File: config.mk
export PLATFORM = sky130hd
export DESIGN_NAME = hex_display_scanner
export DESIGN_NICKNAME = d
export VERILOG_FILES = /design/src/rtl/hex_display_scanner.sv
export SDC_FILE = /design/constraint.sdc
export NUM_CORES = 1
export LEC_CHECK = 0
export ABC_AREA = 1
export CAP_MARGIN = 20
export CORE_ASPECT_RATIO = 2
export CORE_MARGIN = 3
export CORE_UTILIZATION = 35
export DETAILED_ROUTE_END_ITERATION = 12
export PLACE_DENSITY_LB_ADDON = 0.15
export SLEW_MARGIN = 20
export SYNTH_ARGS = -nofsm -noshare
export SYNTH_HDL_FRONTEND = slang
export SYNTH_SLANG_ARGS = --single-unit
File: constraint.sdc
create_clock -name clk -period 3.5 [get_ports clk]
set_input_delay 0.875 -clock clk [delete_from_list [all_inputs] [get_ports clk]]
set_output_delay 0.875 -clock clk [all_outputs]
set_load 0.1 [all_outputs]
File: src/rtl/hex_display_scanner.sv
// Four-digit hex scanner for a common-anode 7-segment display.
// A new word is committed only at a frame boundary.
module hex_display_scanner #(
  parameter int unsigned PRESCALE = 50000,
  parameter bit          LZ_BLANK = 1'b1
) (
  input  logic        clk,
  input  logic        rst,
  input  logic        load,
  input  logic [15:0] data_in,
  input  logic        blank,
  output logic [3:0]  nibble,
  output logic [3:0]  digit_en_n,
  output logic        frame_done
);

  localparam int CW = (PRESCALE > 1) ? $clog2(PRESCALE) : 1;
  localparam logic [CW-1:0] CMAX = CW'(PRESCALE - 1);

  logic [CW-1:0] cnt;
  logic [1:0]    idx;
  logic [15:0]   disp;
  logic [15:0]   pend;
  logic          pend_v;
  logic          tick;
  logic          wrap;
  logic          lz;
  logic          off;
  logic [3:0]    onehot;

  assign tick = (cnt == CMAX);
  assign wrap = tick && (idx == 2'd3);

  always_ff @(posedge clk or posedge rst) begin
    if (rst) begin
      cnt        <= '0;
      idx        <= 2'd0;
      disp       <= 16'h0000;
      pend       <= 16'h0000;
      pend_v     <= 1'b0;
      frame_done <= 1'b0;
    end else begin
      frame_done <= wrap;
      if (tick) begin
        cnt <= '0;
        idx <= idx + 2'd1;
      end else begin
        cnt <= cnt + CW'(1);
      end
      // a load landing on the wrap bypasses pend: latest wins
      if (wrap && load) begin
        disp   <= data_in;
        pend_v <= 1'b0;
      end else if (wrap && pend_v) begin
        disp   <= pend;
        pend_v <= 1'b0;
      end else if (load) begin
        pend   <= data_in;
        pend_v <= 1'b1;
      end
    end
  end

  always_comb begin
    nibble = disp[3:0];
    lz     = 1'b0;
    unique case (idx)
      2'd0: begin
        nibble = disp[3:0];
        lz     = 1'b0;
      end
      2'd1: begin
        nibble = disp[7:4];
        lz     = (disp[15:4] == 12'h000);
      end
      2'd2: begin
        nibble = disp[11:8];
        lz     = (disp[15:8] == 8'h00);
      end
      2'd3: begin
        nibble = disp[15:12];
        lz     = (disp[15:12] == 4'h0);
      end
    endcase
  end

  assign onehot     = 4'b0001 << idx;
  assign off        = blank || (LZ_BLANK && lz);
  assign digit_en_n = off ? 4'b1111 : ~onehot;

endmodule

==> results of run 1 <==
-- worst min path at each step --
| stage | end | from | slack (ns) |
|---|---|---|---|
| final | cnt[0]$_DFF_PP0_ | cnt[0]$_DFF_PP0_ | 0.47 |
| after global routing | cnt[0]$_DFF_PP0_ | cnt[0]$_DFF_PP0_ | 0.49 |
| after CTS | cnt[0]$_DFF_PP0_ | cnt[0]$_DFF_PP0_ | 0.46 |
| after detailed placement | cnt[0]$_DFF_PP0_ | cnt[0]$_DFF_PP0_ | 0.45 |
| after global placement | cnt[0]$_DFF_PP0_ | cnt[0]$_DFF_PP0_ | 0.45 |
| after floorplan | cnt[0]$_DFF_PP0_ | cnt[0]$_DFF_PP0_ | 0.43 |
-- sequential cells by signal (all words and copies together), names as in the netlist --
signal and cells:
frame_done 1, pend 16, pend_v 1, disp 16
idx 2, cnt 16
-- routing by layer --
metal | wire length [um] | vias to the layer above | share of wire [%] | global-route usage, %
met3 | 120 | 12 | 1.8 | 2.026
met4 | 217 | 0 | 3.3 | 6.610
met5 | 0 | - | 0 | 0
met1 | 2551 | 1063 | 39 | 15.71
li1 | - | 1201 | - | -
met2 | 3716 | 33 | 56 | 28.50
-- power by group through the flow --
| stage | Sequential [mW] | Combinational (mW) | Clock, mW |
|---|---|---|---|
| global placement | 0.635 | 0.0944 | 0 |
| finish | 0.624 | 0.0928 | 0.499 |
| CTS | 0.624 | 0.0951 | 0.513 |
| floorplan | 0.634 | 0.0546 | 0 |
| detailed placement | 0.635 | 0.0948 | 0 |
| global route | 0.626 | 0.105 | 0.537 |
-- metrics by stage --
step | area (um2) | std cells | hold WS (ns) | power, mW | utilization (%)
after CTS | 3377 | 495 | 0.4638 | 1.232 | 42.52
after global routing | 3377 | 495 | 0.4894 | 1.268 | 42.52
final | 3377 | 495 | 0.4658 | 1.216 | 42.52
after detailed placement | 3227 | 487 | 0.4547 | 0.7301 | 40.63
after floorplan | 2863 | 374 | 0.4329 | 0.6888 | -
after global placement | 3227 | 487 | 0.4463 | 0.7296 | 40.63
-- synth_stat cells (all sizes together) --
cell | n | area [um2]
ha | 6 | 75.07
xor2 | 7 | 61.31
a21oi | 6 | 30.03
clkbuf | 2 | 7.510
a22o | 1 | 8.760
nand3 | 28 | 162.7
buf | 11 | 83.82
o22ai | 1 | 6.260
o21bai | 1 | 7.510
nor4 | 3 | 18.77
or2 | 1 | 6.260
dfrtp | 52 | 1301
nand2 | 129 | 494.2
o21ai | 11 | 55.05
a21boi | 3 | 22.52
nor3 | 7 | 35.03
nand4 | 5 | 61.31
nor2 | 51 | 236.5
xnor2 | 1 | 8.760
inv | 48 | 180.2
-- area by class of cell --
cell class                      count  area (um2)
Multi-Input combinational cell    261        1290
Timing Repair Buffer               30       335.3
Fill cell                         849        4566
Clock inverter                      1       7.507
Clock buffer                        7       142.6
Tap cell                           96       120.1
Sequential cell                    52        1301
Inverter                           48       180.2
-- worst reg2reg max path, cell delays in order (launching register included) --
cell,delay [ns]
dfrtp_1,0.37
ha_1,0.25
nand3_2,0.18
nor2_8,0.21
nand4_4,0.41
nor2_1,0.23
nand2_1,0.09
nand2_1,0.07
-- cell families after synthesis --
group | after synthesis | share of synthesized area, %
buffers and inverters | 61 | 9.484
xor gates and xnor gates | 8 | 2.448
DFF | 52 | 45.45
adders and majority gates | 6 | 2.622
AOI/OAI and AO/OA | 23 | 4.546
and+or+nand+nor | 224 | 35.45
==> flow_metrics.py, run 1 <==
metrics = {
    "outcome": {
        "status": "finished, final reports clean",
    },
    "setup_path": {
        "critical-path-slowest-cell": "dfrtp_1",
        "crit_chain": "inv_1, ha_1, inv_1, nor2_1, nand2_1, nand2_1, nand2_1, nand2_1, nand2_1, nand3_1, buf_12",
        "startpoint": "idx[1]$_DFFE_PP0N_",
        "cpMostUsedCell": "nand2_1",
        "critPathLaunchType": "flop",
        "critPathMaxStageDelay_ns": 0.39,
        "cp_data_arrival_time_ns": 1.98,
        "path_max_fanout": 6,
        "r2r_setup_slack_ns": 1.62,
        "crit_buf_inv": 3,
        "path_delay_family": "simple AND/OR/NAND/NOR gates",
        "rr_worst_depth": 7,
        "required_ns": 2.62,
        "rr_endpoint": "disp[14]$_DFFE_PP0P_",
        "path_class": "flop to output port",
        "cp.depth": 11,
        "crit_path_end": "digit_en_n[0]",
        "reg2reg_from": "cnt[0]$_DFF_PP0_",
        "critPathCaptureType": "output port",
    },
    "synth": {
        "yosys_register_bits": 52,
        "synth_sequential_area_ratio_pct": 45.45,
        "yosys_warnings": 0,
        "synth.net_count": 400,
        "synth_cells": 374,
        "synth_cell_types": 32,
        "syn_avg_cell_area_um2": 7.654,
        "syn_area_um2": 2863,
    },
    "layout": {
        "antenna_cells": 0,
        "layout_commonest_cell": "nand2_1",
        "fin_nets": 424,
        "final_cell_mix": "nand2_1 (127), dfrtp_1 (52), inv_1 (46), nor2_1 (46), nand3_1 (25)",
        "drive_above_1_share_pct": 8.271,
        "syn2layout_area_growth_pct": 17.96,
    },
    "drt": {
        "postRouteAntennaNets": 0,
        "routedWlPerCell_um": 13.34,
        "remaining_drc_errors": 0,
        "vias": 2309,
        "via_per_inst": 4.665,
        "firstDrtPassIters": 6,
        "wl_um": 6605,
        "drt-initial-drc-count": 108,
    },
    "floorplan": {
        "dieWidth_um": 69.95,
        "die_h_um": 133.9,
        "ioPinCount": 29,
        "dieArea_um2": 9366,
        "start_util_pct": 36.04,
        "rows": 46,
        "core_area_um2": 7943,
    },
    "power": {
        "power_density_nw_per_um2": 360.2,
        "switching_power_uw": 273.0,
        "power.leakage_nw": 1.850,
        "netSwitchingFraction_pct": 22.44,
        "cell_internal_pwr_uw": 943.3,
        "vdd_drop_max_v": 0.0002213,
        "power.sequential.fraction_pct": 51.3,
        "power_frac_clock_pct": 41.1,
        "comb_power_share_pct": 7.6,
    },
    "clock_tree": {
        "cts_tree": "yes",
        "cts_buffers": 5,
        "cts_resized": 0,
        "post_cts_buffers": 0,
        "cts.sinks": 52,
        "h-tree-depth": 2,
        "cts_buffer_depth": 2,
        "clkTransAtPathRegs_ns": 0.07,
        "clock_latency_ns": 0.29,
        "cts_root_buf": "clkbuf_16",
        "cts-hold-fix-buffers": 0,
    },
    "global_routing": {
        "grt_overflow_total": 0,
        "antenna_found_initial": 0,
        "first_global_vias": 2290,
        "grt_use_total_pct": 14.88,
        "grt_pass1_wl_um": 10980,
        "grt_max_degree": 53,
    },
    "sta": {
        "fmax_mhz": 349.7,
        "rsz0062_at_grt": "no",
        "finClkSkew_ns": 0.008781,
        "fin_crit_ns": 2.860,
        "hold_viol": 0,
        "max_slew.worst_pin.slew_ns": 0.5311,
        "setup_viol": 0,
        "finalMaxSlewViolations": 0,
        "slew_headroom_pct": 64.56,
        "fin_ws_ns": 0.6403,
        "tns_ns": 0,
        "period_share_pct": 81.70,
    },
    "hold_path": {
        "worstHoldPathCells": 1,
        "hold_path_class": "flop to flop",
    },
    "place": {
        "place_congestion": 0.7987,
        "pre_cts_slack_ns": 0.9017,
        "hpwl_um": 4941,
        "portBuffers": 28,
    },
    "job": {
        "maxCapViolations": 0,
    },
}
Power figures use the tool's default switching activity.
==> run 2, diff against run 1 <==
==> constraint.sdc (replaced) <==
create_clock -name clk -period 2.7 [get_ports clk]
set_input_delay 0.675 -clock clk [delete_from_list [all_inputs] [get_ports clk]]
set_output_delay 0.675 -clock clk [all_outputs]
set_load 0.1 [all_outputs]
==> flow_metrics.py, run 2 (synthesis gave the netlist of run 1 again) <==
metrics = {
    "drt": {
        "firstDrtPassIters": 4,
        "via_per_inst": 4.638,
        "wl_um": 6505,
        "routedWlPerCell_um": 13.14,
        "remaining_drc_errors": 0,
        "postRouteAntennaNets": 0,
        "drt-initial-drc-count": 98,
        "vias": 2296,
    },
    "setup_path": {
        "critPathLaunchType": "flop",
        "r2r_setup_slack_ns": 0.87,
        "required_ns": 2.03,
        "cp_data_arrival_time_ns": 1.93,
        "path_class": "flop to output port",
        "path_max_fanout": 7,
        "critPathCaptureType": "output port",
    },
    "global_routing": {
        "first_global_vias": 2334,
        "grt_max_degree": 53,
        "grt_use_total_pct": 14.86,
        "grt_overflow_total": 0,
        "antenna_found_initial": 0,
        "grt_pass1_wl_um": 10960,
    },
    "floorplan": {
        "core_area_um2": 7943,
        "ioPinCount": 29,
        "dieWidth_um": 69.95,
        "die_h_um": 133.9,
        "start_util_pct": 36.04,
        "dieArea_um2": 9366,
        "rows": 46,
    },
    "power": {
        "switching_power_uw": 353.9,
        "power_frac_clock_pct": 40.2,
        "comb_power_share_pct": 7.6,
        "power.leakage_nw": 1.862,
        "power.sequential.fraction_pct": 52.2,
        "netSwitchingFraction_pct": 22.81,
        "vdd_drop_max_v": 0.0004173,
        "power_density_nw_per_um2": 453.2,
        "cell_internal_pwr_mw": 1.198,
    },
    "sta": {
        "fin_crit_ns": 2.604,
        "rsz0062_at_grt": "yes",
        "fmax_mhz": 384.0,
        "period_share_pct": 96.46,
        "slew_headroom_pct": 54.22,
        "max_slew.worst_pin.slew_ns": 0.6866,
        "setup_viol": 0,
        "hold_viol": 0,
        "finalMaxSlewViolations": 0,
        "tns_ns": 0,
        "finClkSkew_ns": 0.006031,
    },
    "clock_tree": {
        "cts_root_buf": "clkbuf_16",
        "post_cts_buffers": 0,
        "clock_latency_ns": 0.29,
        "h-tree-depth": 2,
        "cts_tree": "yes",
        "cts_buffer_depth": 2,
        "cts.sinks": 52,
        "clkTransAtPathRegs_ns": 0.06,
        "cts_buffers": 5,
    },
    "place": {
        "hpwl_um": 4937,
        "portBuffers": 28,
        "place_congestion": 0.7673,
    },
    "hold_path": {
        "hold_path_class": "flop to flop",
    },
    "layout": {
        "layout_commonest_cell": "nand2_1",
        "top_regs": "cnt (16), disp (16), pend (16)",
        "antenna_cells": 0,
        "syn2layout_area_growth_pct": 19.58,
        "fin_nets": 424,
        "drive_above_1_share_pct": 9.273,
        "final_core_util_pct": 43.10,
        "final_cell_mix": "nand2_1 (127), dfrtp_1 (52), inv_1 (46), nor2_1 (46), nand3_1 (25)",
    },
    "outcome": {
        "status": "finished, final reports clean",
    },
    "job": {
        "maxCapViolations": 0,
    },
}
## run 2: repair_timing
action,in CTS,in global routing
resized for setup,0,1
endpoints found under the setup margin,0,5
hold buffers,0,0
## run 2: worst paths after layout
path	start	to	cells past startpoint
max in group asynchronous	rst	disp[2]$_DFFE_PP0P_	3
min in group asynchronous	rst	cnt[1]$_DFF_PP0_	3
worst min register to register	pend[14]$_DFFE_PP0P_	pend[14]$_DFFE_PP0P_	2
worst max-delay path	idx[0]$_DFFE_PP0N_	nibble[1]	6
worst max register to register	cnt[0]$_DFF_PP0_	disp[2]$_DFFE_PP0P_	7
worst min-delay path	pend[14]$_DFFE_PP0P_	pend[14]$_DFFE_PP0P_	2
## run 2: cell type report
class                           count  area, um2
Clock buffer                        7      132.6
Clock inverter                      1      8.758
Fill cell                         863       4519
Inverter                           48      180.2
Multi-Input combinational cell    261       1308
Sequential cell                    52       1301
Tap cell                           96      120.1
Timing Repair Buffer               30      372.9
## run 2: routing by layer
| metal | vias up | GRT usage, % | routed length (um) | share of wire (%) |
|---|---|---|---|---|
| met3 | 12 | 2.251 | 160 | 2.5 |
| met2 | 35 | 28.71 | 3776 | 58 |
| met1 | 1048 | 15.00 | 2395 | 37 |
| met4 | 0 | 7.249 | 172 | 2.6 |
| li1 | 1201 | - | - | - |
| met5 | - | 0 | 0 | 0 |
## run 2: power groups by stage
stage | sequential, mW | combinational (mW) | clock, mW
2_1_floorplan | 0.822 | 0.0708 | 0
3_3_place_gp | 0.824 | 0.121 | 0
3_5_place_dp | 0.824 | 0.122 | 0
4_1_cts | 0.809 | 0.122 | 0.652
5_1_grt | 0.811 | 0.136 | 0.675
6_report | 0.810 | 0.118 | 0.624
## run 2: worst max-delay path: stages, from the launching register on
cell     delay, ns
dfrtp_1       0.37
ha_1          0.47
inv_1         0.14
o21ai_0       0.18
a21oi_1       0.08
o21ai_2       0.19
buf_12        0.20
## run 2: per-stage QoR
stage	area, um2	instances	worst slack (ns)	hold WS (ns)	power, mW
5_1_grt	3423	495	-0.03325	0.4957	1.622
3_5_place_dp	3279	487	0.3863	0.4581	0.9462
6_report	3423	495	0.09554	0.4705	1.552
4_1_cts	3421	495	0.06558	0.4754	1.583
2_1_floorplan	2878	374	0.07729	0.4329	0.8929
3_3_place_gp	3279	487	0.3600	0.4466	0.9445
